$ cat src/rtl/uart_pkg.sv
// Shared definitions for the UART transmit path: parity encodings, TX state
// encodings and sizing helpers used by the FIFO and the transmitter.
package uart_pkg;

  localparam logic [1:0] PARITY_NONE = 2'b00;
  localparam logic [1:0] PARITY_EVEN = 2'b01;
  localparam logic [1:0] PARITY_ODD  = 2'b10;
  localparam logic [1:0] PARITY_RSVD = 2'b11;

  typedef enum logic [2:0] {
    ST_IDLE   = 3'd0,
    ST_START  = 3'd1,
    ST_DATA   = 3'd2,
    ST_PARITY = 3'd3,
    ST_STOP   = 3'd4
  } tx_state_e;

  // Occupancy must represent 0..depth inclusive, hence one extra bit.
  function automatic int fifo_count_width(input int depth);
    return $clog2(depth) + 1;
  endfunction

  function automatic logic parity_enabled(input logic [1:0] mode);
    return (mode == PARITY_EVEN) || (mode == PARITY_ODD);
  endfunction

endpackage

$ cat src/rtl/uart_sync_fifo.sv
// Single-clock FIFO with show-ahead read data, occupancy count and a
// synchronous flush driven by the reset input.
module uart_sync_fifo
  import uart_pkg::*;
#(
  parameter int WIDTH = 8,
  parameter int DEPTH = 8,
  localparam int CW = fifo_count_width(DEPTH)
) (
  input  logic             clk_i,
  input  logic             rst_i,
  input  logic             push_i,
  input  logic [WIDTH-1:0] wdata_i,
  input  logic             pop_i,
  output logic [WIDTH-1:0] rdata_o,
  output logic             full_o,
  output logic             empty_o,
  output logic [CW-1:0]    count_o
);

  localparam int AW = $clog2(DEPTH);

  logic [WIDTH-1:0] mem_q [DEPTH];
  logic [AW-1:0]    wr_ptr_q;
  logic [AW-1:0]    rd_ptr_q;
  logic [CW-1:0]    count_q;
  logic [CW-1:0]    count_d;
  logic             do_push;
  logic             do_pop;

  assign full_o  = (count_q == CW'(DEPTH));
  assign empty_o = (count_q == '0);
  assign do_push = push_i && !full_o;
  assign do_pop  = pop_i && !empty_o;
  assign rdata_o = mem_q[rd_ptr_q];
  assign count_o = count_q;

  always_comb begin
    count_d = count_q;
    case ({do_push, do_pop})
      2'b10:   count_d = count_q + 1'b1;
      2'b01:   count_d = count_q - 1'b1;
      default: count_d = count_q;
    endcase
  end

  // Pointers wrap naturally because DEPTH is a power of two.
  always_ff @(posedge clk_i) begin
    if (rst_i) begin
      wr_ptr_q <= '0;
      rd_ptr_q <= '0;
      count_q  <= '0;
    end else begin
      if (do_push) wr_ptr_q <= wr_ptr_q + 1'b1;
      if (do_pop)  rd_ptr_q <= rd_ptr_q + 1'b1;
      count_q <= count_d;
    end
  end

  always_ff @(posedge clk_i) begin
    if (do_push && !rst_i) mem_q[wr_ptr_q] <= wdata_i;
  end

endmodule

$ cat src/rtl/uart_tx_fifo_param.sv
// UART transmitter fed by a valid/ready push into an internal FIFO; frame
// format and baud divisor are captured per frame when the word is popped.
module uart_tx_fifo_param
  import uart_pkg::*;
#(
  parameter int WORD_SIZE  = 8,
  parameter int FIFO_DEPTH = 8,
  parameter int DIV_WIDTH  = 16,
  localparam int CW = fifo_count_width(FIFO_DEPTH)
) (
  input  logic                 CLOCK,
  input  logic                 RESET,
  // Handshake: a word is accepted on a rising edge where DATA_VALID and
  // DATA_READY are both high; DATA_READY depends only on FIFO fullness.
  input  logic [WORD_SIZE-1:0] DATA_BUS,
  input  logic                 DATA_VALID,
  output logic                 DATA_READY,
  input  logic [DIV_WIDTH-1:0] BAUD_DIV,
  input  logic [1:0]           PARITY_MODE,
  input  logic                 STOP_BITS,
  output logic                 SERIAL_OUT,
  output logic                 BUSY,
  output logic [CW-1:0]        FIFO_COUNT,
  output tx_state_e            STATE_DBG
);

  localparam int BW = $clog2(WORD_SIZE);
  localparam logic [BW-1:0] LAST_BIT = BW'(WORD_SIZE - 1);

  logic [WORD_SIZE-1:0] fifo_rdata;
  logic                 fifo_full;
  logic                 fifo_empty;
  logic                 fifo_pop;

  tx_state_e            state_q;
  logic [DIV_WIDTH-1:0] baud_cnt_q;
  logic [DIV_WIDTH-1:0] div_q;
  logic [BW-1:0]        bit_idx_q;
  logic [WORD_SIZE-1:0] word_q;
  logic                 par_en_q;
  logic                 par_bit_q;
  logic                 two_stop_q;
  logic                 serial_q;
  logic                 serial_d;
  logic                 bit_end;

  uart_sync_fifo #(
    .WIDTH (WORD_SIZE),
    .DEPTH (FIFO_DEPTH)
  ) u_fifo (
    .clk_i   (CLOCK),
    .rst_i   (RESET),
    .push_i  (DATA_VALID),
    .wdata_i (DATA_BUS),
    .pop_i   (fifo_pop),
    .rdata_o (fifo_rdata),
    .full_o  (fifo_full),
    .empty_o (fifo_empty),
    .count_o (FIFO_COUNT)
  );

  assign DATA_READY = !fifo_full;
  assign BUSY       = (state_q != ST_IDLE);
  assign SERIAL_OUT = serial_q;
  assign STATE_DBG  = state_q;

  // A pop happens from IDLE or at the very end of the last stop bit, which
  // is what makes back-to-back frames gap-free.
  always_comb begin
    bit_end  = (baud_cnt_q == div_q);
    fifo_pop = 1'b0;
    if (state_q == ST_IDLE) begin
      fifo_pop = !fifo_empty;
    end else if (state_q == ST_STOP && bit_end && bit_idx_q == BW'(two_stop_q)) begin
      fifo_pop = !fifo_empty;
    end
  end

  always_comb begin
    serial_d = 1'b1;
    case (state_q)
      ST_START:  serial_d = 1'b0;
      ST_DATA:   serial_d = word_q[bit_idx_q];
      ST_PARITY: serial_d = par_bit_q;
      default:   serial_d = 1'b1;
    endcase
  end

  // The line register follows the state by one clock, so the start bit
  // appears on the pin one edge after the pop.
  always_ff @(posedge CLOCK) begin
    if (RESET) begin
      state_q    <= ST_IDLE;
      baud_cnt_q <= '0;
      div_q      <= '0;
      bit_idx_q  <= '0;
      word_q     <= '0;
      par_en_q   <= 1'b0;
      par_bit_q  <= 1'b0;
      two_stop_q <= 1'b0;
      serial_q   <= 1'b1;
    end else begin
      serial_q <= serial_d;
      if (fifo_pop) begin
        word_q     <= fifo_rdata;
        div_q      <= BAUD_DIV;
        par_en_q   <= parity_enabled(PARITY_MODE);
        par_bit_q  <= (PARITY_MODE == PARITY_ODD) ? ~^fifo_rdata : ^fifo_rdata;
        two_stop_q <= STOP_BITS;
      end
      case (state_q)
        ST_IDLE: begin
          if (fifo_pop) begin
            state_q    <= ST_START;
            baud_cnt_q <= '0;
            bit_idx_q  <= '0;
          end
        end
        default: begin
          if (!bit_end) begin
            baud_cnt_q <= baud_cnt_q + 1'b1;
          end else begin
            baud_cnt_q <= '0;
            case (state_q)
              ST_START: begin
                state_q   <= ST_DATA;
                bit_idx_q <= '0;
              end
              ST_DATA: begin
                if (bit_idx_q == LAST_BIT) begin
                  bit_idx_q <= '0;
                  state_q   <= par_en_q ? ST_PARITY : ST_STOP;
                end else begin
                  bit_idx_q <= bit_idx_q + 1'b1;
                end
              end
              ST_PARITY: begin
                state_q   <= ST_STOP;
                bit_idx_q <= '0;
              end
              ST_STOP: begin
                if (bit_idx_q == BW'(two_stop_q)) begin
                  bit_idx_q <= '0;
                  state_q   <= fifo_pop ? ST_START : ST_IDLE;
                end else begin
                  bit_idx_q <= bit_idx_q + 1'b1;
                end
              end
              default: state_q <= ST_IDLE;
            endcase
          end
        end
      endcase
    end
  end

endmodule
$ cat config.mk
export PLATFORM = sky130hd
export DESIGN_NAME = uart_tx_fifo_param
export DESIGN_NICKNAME = d
export VERILOG_FILES = /design/src/rtl/uart_pkg.sv /design/src/rtl/uart_sync_fifo.sv /design/src/rtl/uart_tx_fifo_param.sv
export SDC_FILE = /design/constraint.sdc
export NUM_CORES = 1
export LEC_CHECK = 0
export CORE_MARGIN = 4
export CORE_UTILIZATION = 60
export CTS_CLUSTER_SIZE = 20
export DETAILED_ROUTE_END_ITERATION = 6
export DONT_BUFFER_PORTS = 1
export GPL_ROUTABILITY_DRIVEN = 0
export PLACE_DENSITY = 0.8
export SLEW_MARGIN = 20
export SYNTH_ARGS = -nofsm -noshare
export SYNTH_HDL_FRONTEND = slang
export SYNTH_SLANG_ARGS = --single-unit
$ cat constraint.sdc
create_clock -name CLOCK -period 4.2 [get_ports CLOCK]
set_clock_uncertainty 0.1 [all_clocks]
set_input_delay 0.63 -clock CLOCK [delete_from_list [all_inputs] [get_ports CLOCK]]
set_output_delay 0.63 -clock CLOCK [all_outputs]
set_load 0.01 [all_outputs]
==> flow_summary.json, run 1 <==
{
  "status": "completed",
  "core.rowCount": 35,
  "p_leak_nw": 2.25,
  "cts_resized": 0,
  "hold_viol": 0,
  "worstPathArrival_ns": 4.01,
  "max_cap_viol_count": 0,
  "slowest_delay_ns": 0.48,
  "dieWidth_um": 106,
  "grt_pass1_vias": 3939,
  "cts_setup_buffers": 0,
  "synth_area_per_cell_um2": 11.8,
  "path_cells": "xor2_1 -> nor4_1 -> nand4_1 -> o21a_1 -> nor2_1 -> ha_1 -> xor2_1 -> ha_1 -> a21oi_1 -> xor2_1 -> or3_1 -> a21oi_1",
  "syn_nets": 528,
  "worst_slack_ns": 0.515,
  "drive_gt1_share_pct": 11.2,
  "wl_per_cell_um": 20.0,
  "clock-sinks": 127,
  "drc": 0,
  "clkLatencyLatePin_ns": 0.51,
  "cp_max_fo": 6,
  "cts_tree": "built",
  "avgViaCountPerCell": 6.39,
  "crit_required_ns": 4.53,
  "fin_cells": 628,
  "antenna_found_initial": 0,
  "r2r-end": "u_fifo.count_o[2]",
  "rsz0062_at_grt": "false",
  "cts_hold_buf": 0,
  "synthTopCellsByArea": "edfxtp_1 (33%), dfxtp_1 (22%), mux4_1 (7.3%), a21oi_1 (4.9%), xor2_1 (3.3%)",
  "max-vdd-ir-drop_mv": 0.374,
  "setup_viol": 0,
  "core_um2": 9280,
  "place_ws_ns": 0.871,
  "synth_top_area_cell": "edfxtp_1",
  "grt_max_degree": 66,
  "synth_compound_area_share_pct": 11.4,
  "die_y_um": 106,
  "fin_nets": 525,
  "synth_top_family_by_area": "simple AND/OR/NAND/NOR gates",
  "final.setup.tns_ns": 0,
  "async_flop_share_pct": 0,
  "start_util_pct": 62.1,
  "htree_levels": 4,
  "yosysWarnings": 0,
  "slew_headroom_pct": 30.7,
  "min_path_cells": 1,
  "clk_path_buf_depth": 2,
  "synthXorXnorAreaFrac_pct": 4.94,
  "drt_wl_total_um": 12600,
  "yosysSeqAreaShare_pct": 55.2,
  "path_clk_slew_ns": 0.07,
  "yosysTopAreaCellShare_pct": 33.3,
  "ant_nets": 0,
  "slew_viol_final": 0,
  "syn2layout_area_growth_pct": 11.0,
  "ys.flop_type": "edfxtp_1",
  "cts_made_buffers": 17,
  "powerDensity_nw_per_um2": 744,
  "synth_edf_count": 64,
  "synth.distinct_cells": 53,
  "synth_seq_cells": 127,
  "synthTopCellsByCount": "edfxtp_1 (64), dfxtp_1 (63), a21oi_1 (57)",
  "vias": 4016,
  "r2r-start": "baud_cnt_q[12]",
  "dp_cells": 596,
  "drt_iter0_drc": 288,
  "grt_overflow_total": 0,
  "dr.pass1.iters": 7,
  "holdCritPathClass": "input port to register",
  "cpMostUsedCell": "xor2_1",
  "portBuffers": 0,
  "yosys.area_share.simple_pct": 13.1,
  "grt_usage_pct": 23.1,
  "path_class": "register to register",
  "fin_crit_sh_pct": 87.7,
  "grt_first_pass_wirelength_um": 20300,
  "synth_mux_area_share_pct": 9.93,
  "start_kind": "register",
  "cts_root_buf": "clkbuf_8",
  "io_pins": 40,
  "worst_pin_slew_ns": 1.03,
  "crit_path_end_kind": "register",
  "dp_hpwl_um": 7620,
  "fin_crit_ns": 3.68,
  "max_freq_mhz": 271,
  "fp.dieArea_um2": 11200,
  "yosys.area_share.adder_pct": 1.95,
  "r2r_setup_slack_ns": 0.52,
  "synth_area_um2": 5770,
  "critPathSlowestCell": "nor4_1",
  "holdPathEnd": "bit_idx_q[1]",
  "rr_worst_depth": 12,
  "hold_start": "RESET",
  "yosys.cell_count.top_type": "edfxtp_1",
  "synth_cells": 489,
  "num_antenna_cells": 0
}
## area by class of cell
type,instances,area (um2)
Inverter,9,33.8
Clock buffer,17,414
Fill cell,654,2880
Sequential cell,127,3180
Multi-Input combinational cell,323,2420
Timing Repair Buffer,8,60.1
Tap cell,129,161
Clock inverter,15,136
## worst max-delay path: cells and delay by family (launching register included)
kind                       cells  cell delay [ns]
xor gates and xnor gates       3             0.48
adders and majority gates      2             0.53
DFF                            1             0.44
and+or+nand+nor                4             1.51
AOI/OAI and AO/OA              3             0.54
## worst max path at each step
| stage | startpoint | to |
|---|---|---|
| floorplan | baud_cnt_q[13] | u_fifo.count_o[2] |
| global placement | baud_cnt_q[12] | u_fifo.count_o[2] |
| detailed placement | baud_cnt_q[12] | u_fifo.count_o[2] |
| CTS | baud_cnt_q[12] | u_fifo.count_o[2] |
| global route | baud_cnt_q[12] | u_fifo.count_o[2] |
| finish | baud_cnt_q[12] | u_fifo.count_o[2] |
## registers in the layout, summed over array words and instances (netlist names), named ones only
register,cells
u_fifo.rd_ptr_q,3
u_fifo.wr_ptr_q,3
par_bit_q,1
div_q,16
STATE_DBG,3
baud_cnt_q,16
word_q,8
u_fifo.mem_q,64
bit_idx_q,3
SERIAL_OUT,1
par_en_q,1
two_stop_q,1
u_fifo.count_o,4
## cell usage in the layout (no fill, tap or decap), drive strengths merged, types with 3 or more instances in the layout
cell type	count
o21ai	35
nor3	29
clkbuf	17
mux2i	4
nand2b	5
nand3b	6
nand2	17
nand3	31
edfxtp	64
and2	3
and3	3
a211oi	4
nand4	3
inv	20
a31oi	6
nor2	17
buf	8
nor2b	3
mux4	18
a21oi	57
mux2	6
nor4	7
or3	10
or4	3
a311oi	3
ha	9
xor2	22
dfxtp	63
## layer usage
metal / vias up / GRT usage (%) / wire [um]
met5: - / 0 / 0
met4: 0 / 9.25 / 288
met3: 35 / 5.04 / 674
met2: 151 / 40.2 / 6490
met1: 1961 / 28.0 / 5140
li1: 1869 / - / -
## logic make-up (layout without fill, tap and decap cells)
group,Yosys count,in the layout
AND/OR/NAND/NOR,143,143
flip-flops,127,127
AO/OA/AOI/OAI,117,117
buffers and inverters,39,49
multiplexers,28,28
XOR/XNOR,26,26
adder cells (fa/ha/maj),9,9
## metrics by stage
step | total power [W] | instance area, um2 | hold slack, ns | utilization (%)
after CTS | 0.00473 | 6400 | 0.0777 | 68.9
after detailed placement | 0.00334 | 5850 | 0.359 | 63.0
final | 0.00476 | 6410 | 0.0979 | 69.0
after global placement | 0.00329 | 5840 | 0.352 | 62.9
after global routing | 0.00502 | 6410 | 0.0793 | 69.0
after floorplan | 0.00302 | 5770 | 0.345 | -
## report_power, final
| group | switching [W] | leakage [nW] | internal, W |
|---|---|---|---|
| sequential | 0.000210 | 1.09 | 0.00148 |
| combinational | 0.000988 | 0.891 | 0.000716 |
| clock | 0.000614 | 0.267 | 0.000754 |
| total | 0.00181 | 2.25 | 0.00295 |
(Power assumes the default switching activity.)
==> inputs of run 2 (changes only) <==
REMOVE_ABC_BUFFERS = 1   (was not set)
==> run 2 against run 1 <==
Net effect: flip-flop and latch count did not move; sequential power barely moved; clock power rose by 11%; final cell count rose by 0.48%; combinational power barely moved; global-route usage rose by 1.0 points; critical path type unchanged; total power rose by 3.5%; critical endpoint unchanged; highest routed layer unchanged; setup slack improved by 0.22 ns.
==> flow_summary.json, run 2 (synthesis results as in run 1) <==
{
  "start_kind": "register",
  "cts_root_buf": "clkbuf_8",
  "core.rowCount": 35,
  "p_comb_share_pct": 34.7,
  "rr_worst_depth": 12,
  "worstPathArrival_ns": 3.82,
  "fin_crit_ns": 3.46,
  "syn2layout_area_growth_pct": 12.3,
  "crit_path_end_kind": "register",
  "core_um2": 9280,
  "powerDensity_nw_per_um2": 761,
  "drt_wl_total_um": 12900,
  "die_y_um": 106,
  "fp.dieArea_um2": 11200,
  "htree_levels": 4,
  "cts_setup_buffers": 0,
  "max_cap_viol_count": 0,
  "cts_tree": "built",
  "path_clk_slew_ns": 0.06,
  "dr.pass1.iters": 5,
  "slowest_delay_ns": 0.39,
  "clock-sinks": 127,
  "p_leak_nw": 2.28,
  "cts_hold_buf": 0,
  "cp_max_fo": 6,
  "setup_viol": 0,
  "drt_iter0_drc": 337,
  "r2r_setup_slack_ns": 0.74,
  "antenna_found_initial": 0,
  "grt_overflow_total": 0,
  "clk_path_buf_depth": 2,
  "grt_pass1_vias": 4005,
  "ant_nets": 0,
  "cpMostUsedCell": "xor2_1",
  "dieWidth_um": 106,
  "fin_nets": 528,
  "status": "completed",
  "crit_end": "u_fifo.count_o[2]",
  "switching_share_pct": 35.4,
  "portBuffers": 0,
  "vias": 4051,
  "power_frac_seq_pct": 34.4,
  "num_antenna_cells": 0,
  "io_pins": 40,
  "largest_registers": "u_fifo.mem_q: 64 flops, baud_cnt_q: 16 flops, div_q: 16 flops",
  "layout_common_cells": "edfxtp_1 (64), dfxtp_1 (63), a21oi_1 (57)",
  "drive_gt1_share_pct": 11.2,
  "grt_max_degree": 66,
  "dp_cells": 599,
  "regMostFlops": "u_fifo.mem_q",
  "crit_required_ns": 4.56,
  "final_common_cell": "edfxtp_1",
  "final.setup.tns_ns": 0,
  "slew_headroom_pct": 39.6,
  "grt_usage_pct": 24.1,
  "drc": 0,
  "clkLatencyLatePin_ns": 0.53,
  "hold_viol": 0,
  "largest_register_ff_count": 64,
  "fin_cells": 631,
  "fin_util_pct": 69.8,
  "r2r-end": "u_fifo.count_o[2]",
  "cts_made_buffers": 17,
  "holdCritPathClass": "input port to register",
  "max-vdd-ir-drop_mv": 0.439,
  "critPathLaunch": "baud_cnt_q[12]",
  "avgViaCountPerCell": 6.42,
  "intPower_w": 0.00318,
  "fin_crit_sh_pct": 82.4,
  "dp_hpwl_um": 7810,
  "path_cells": "xor2_1 -> nor4_1 -> nand4_1 -> o21a_1 -> nor2_1 -> ha_1 -> xor2_1 -> ha_1 -> a21oi_1 -> xor2_1 -> or3_1 -> a21oi_1",
  "wl_per_cell_um": 20.5,
  "worst_pin_slew_ns": 0.903,
  "cts_resized": 0,
  "start_util_pct": 62.1,
  "critPathSlowestCell": "nor4_1",
  "switching_power_w": 0.00175,
  "rsz0062_at_grt": "false",
  "path_class": "register to register",
  "clkPwrFrac_pct": 30.9,
  "nFillCells": 666,
  "slew_viol_final": 0,
  "grt_first_pass_wirelength_um": 20600,
  "r2r-start": "baud_cnt_q[12]",
  "max_freq_mhz": 289
}
-- run 2: per-layer routing --
metal  track usage, %  routed length (um)  vias up  part of all wire (%)
li1                 -                   -     1875                     -
met1             28.2                5110     2029                    40
met2             41.6                6830      124                    53
met3             6.50                 767       23                   5.9
met4             10.7                 212        0                   1.6
met5                0                   0        -                     0
-- run 2: how the worst min path moves through the flow --
stage,end,slack [ns],from,cells past startpoint
global placement,u_fifo.rd_ptr_q[2],0.35,u_fifo.rd_ptr_q[2],2
CTS,baud_cnt_q[8],0.06,RESET,1
floorplan,par_bit_q,0.34,par_bit_q,2
detailed placement,div_q[9],0.38,div_q[9],2
global route,div_q[5],0.06,RESET,1
finish,baud_cnt_q[8],0.07,RESET,1
-- run 2: final cells by class --
class                           count  area, um2  area share [%]
Clock buffer                       20        425            6.57
Timing Repair Buffer               11       82.6            1.27
Tap cell                          129        161            2.49
Sequential cell                   127       3180            49.1
Clock inverter                     12        185            2.86
Inverter                            9       33.8           0.522
Multi-Input combinational cell    323       2410            37.1
-- run 2: through the flow --
| step | area (um2) | setup WS (ns) | total power (W) | hold slack (ns) |
|---|---|---|---|---|
| after floorplan | 5600 | 1.07 | 0.00289 | 0.339 |
| after global placement | 5860 | 0.990 | 0.00331 | 0.355 |
| after detailed placement | 5860 | 0.856 | 0.00337 | 0.376 |
| after CTS | 6470 | 0.823 | 0.00491 | 0.0632 |
| after global routing | 6480 | 0.476 | 0.00518 | 0.0648 |
| final | 6480 | 0.740 | 0.00493 | 0.0749 |
-- run 2: power groups by stage --
stage                     Sequential, W  Clock, W  Combinational (W)
after floorplan                 0.00166         0            0.00124
after global placement          0.00170         0            0.00161
after detailed placement        0.00171         0            0.00166
after CTS                       0.00169   0.00154            0.00169
after global routing            0.00172   0.00159            0.00187
final                           0.00169   0.00152            0.00171
-- run 2: critical path: cells and delay by family (launching register included) --
| kind | cells | cell delay, ns |
|---|---|---|
| compound gates | 3 | 0.48 |
| xor+xnor | 3 | 0.53 |
| fa+ha+maj | 2 | 0.51 |
| flops | 1 | 0.36 |
| simple gates | 4 | 1.42 |
==> inputs of run 3 (changes only) <==
clock period = 3.55 ns   (was 4.2 ns; I/O delays follow)
==> run 3 against run 2 <==
Net effect: non-clock buffer count grew 12; clock power up 11%; design area is 1.3% higher; setup slack got worse by 0.39 ns; global-route usage up 0.36 points; register-to-register slack got worse by 0.39 ns; count of clock-buffer cells in the layout shrank 3.
==> flow_summary.json, run 3 (synthesis results as in run 1) <==
{
  "start_util_pct": 62.1,
  "core_um2": 9280,
  "cts_tree": "built",
  "drc": 0,
  "max-vdd-ir-drop_mv": 0.503,
  "cts_setup_buffers": 0,
  "drive_gt1_share_pct": 11.7,
  "layout_common_cells": "edfxtp_1 (64), dfxtp_1 (63), a21oi_1 (57)",
  "dieWidth_um": 106,
  "syn2layout_area_growth_pct": 13.7,
  "worstPathArrival_ns": 3.54,
  "r2r-start": "baud_cnt_q[0]",
  "crit_path_end_kind": "register",
  "finalPower_w": 0.00577,
  "slew_viol_final": 0,
  "cp_max_fo": 6,
  "largest_registers": "u_fifo.mem_q: 64 flops, baud_cnt_q: 16 flops, div_q: 16 flops",
  "ant_nets": 0,
  "portBuffers": 0,
  "multi_input_area_um2": 2400,
  "wl_per_cell_um": 20.0,
  "fin_crit_sh_pct": 90.2,
  "max_cap_viol_count": 0,
  "p_leak_nw": 2.33,
  "setup_viol": 0,
  "worst_pin_slew_ns": 1.02,
  "hold_viol": 0,
  "grt_max_degree": 61,
  "r2r-end": "u_fifo.count_o[2]",
  "path_clk_slew_ns": 0.06,
  "drt_iter0_drc": 330,
  "grt_first_pass_wirelength_um": 21000,
  "fin_nets": 540,
  "hold_start": "RESET",
  "min_path_cells": 1,
  "holdPathEnd": "SERIAL_OUT",
  "largest_register_ff_count": 64,
  "vias": 4043,
  "regMostFlops": "u_fifo.mem_q",
  "grt_usage_pct": 24.5,
  "critPathLaunch": "baud_cnt_q[0]",
  "io_pins": 40,
  "holdCritPathClass": "input port to register",
  "max_freq_mhz": 312,
  "antenna_found_initial": 0,
  "avgViaCountPerCell": 6.29,
  "clkLatencyLatePin_ns": 0.53,
  "start_kind": "register",
  "drt_wl_total_um": 12800,
  "cts_root_buf": "clkbuf_8",
  "dr.pass1.iters": 5,
  "path_class": "register to register",
  "slew_headroom_pct": 31.5,
  "ff_latch_area_um2": 3180,
  "fp.dieArea_um2": 11200,
  "cts_made_buffers": 17,
  "core.rowCount": 35,
  "fin_crit_ns": 3.20,
  "clk_path_buf_depth": 2,
  "dp_hpwl_um": 7770,
  "crit_required_ns": 3.89,
  "grt_pass1_vias": 4088,
  "r2r_setup_slack_ns": 0.35,
  "htree_levels": 4,
  "clock-sinks": 127,
  "rr_worst_depth": 12,
  "status": "completed",
  "grt_overflow_total": 0,
  "final.setup.tns_ns": 0,
  "rsz0062_at_grt": "false",
  "final_common_cell": "edfxtp_1",
  "num_antenna_cells": 0,
  "die_y_um": 106,
  "powerDensity_nw_per_um2": 879,
  "nFillCells": 632
}
[run 3: cell count changes in the layout (fill, tap and decap cells not counted), moves of 2 or more]
cell	change
bufinv_16	-2
dlygate4sd3_1	+8
clkinvlp_4	-2
clkbuf_1	-3
buf_4	+3
clkinv_1	+3
clkinv_4	+2
[run 3: worst max path at each step]
stage	to	slack [ns]	depth (start not counted)
6_report	u_fifo.count_o[2]	0.35	12
3_3_place_gp	u_fifo.count_o[2]	0.47	12
2_1_floorplan	u_fifo.count_o[2]	0.42	12
5_1_grt	u_fifo.count_o[2]	0.1	12
4_1_cts	u_fifo.count_o[2]	0.26	12
3_5_place_dp	u_fifo.count_o[2]	0.27	12
[run 3: per-stage QoR]
stage / instance area (um2) / util [%] / instances / setup WS, ns / hold WS [ns]
after floorplan: 5600 / - / 459 / 0.419 / 0.339
after global placement: 5880 / 63.3 / 602 / 0.470 / 0.356
after detailed placement: 5880 / 63.3 / 602 / 0.271 / 0.367
after CTS: 6560 / 70.7 / 643 / 0.262 / 0.00561
after global routing: 6560 / 70.7 / 643 / 0.0982 / 0.0174
final: 6560 / 70.7 / 643 / 0.349 / 0.0270
[run 3: layout make-up]
cell class | instances | share of cell area [%]
Clock buffer | 17 | 6.31
Clock inverter | 15 | 2.42
Tap cell | 129 | 2.46
Multi-Input combinational cell | 323 | 36.5
Inverter | 9 | 0.515
Timing Repair Buffer | 23 | 3.24
Sequential cell | 127 | 48.5
[run 3: routing by layer]
layer  vias to the layer above  global-route usage [%]  wire, um
li1                       1905                       -         -
met1                      1944                    29.4      5110
met2                       166                    42.4      6730
met3                        28                    4.61       705
met4                         0                    11.8       303
met5                         -                       0         0
[run 3: timing repair]
item | 4_1_cts | 5_1_grt
endpoints found under the hold margin | 126 | 0
hold buffers | 9 | 0
gates resized for setup | 0 | 1
endpoints found under the setup margin | 0 | 2
[run 3: power by group]
part           internal (W)  switching, W  total (W)
clock               0.00101      0.000676    0.00168
combinational      0.000897       0.00119    0.00209
sequential          0.00175      0.000242    0.00200
total               0.00366       0.00211    0.00577
[run 3: worst max-delay path, cell delays in order, from the launching register on]
cell     delay, ns
dfxtp_1       0.44
xor2_1        0.09
nor4_1        0.42
nand4_1       0.20
o21a_1        0.24
nor2_2        0.26
ha_1          0.32
xor2_1        0.18
ha_1          0.17
a21oi_1       0.05
xor2_1        0.17
or3_1         0.33
a21oi_1       0.17
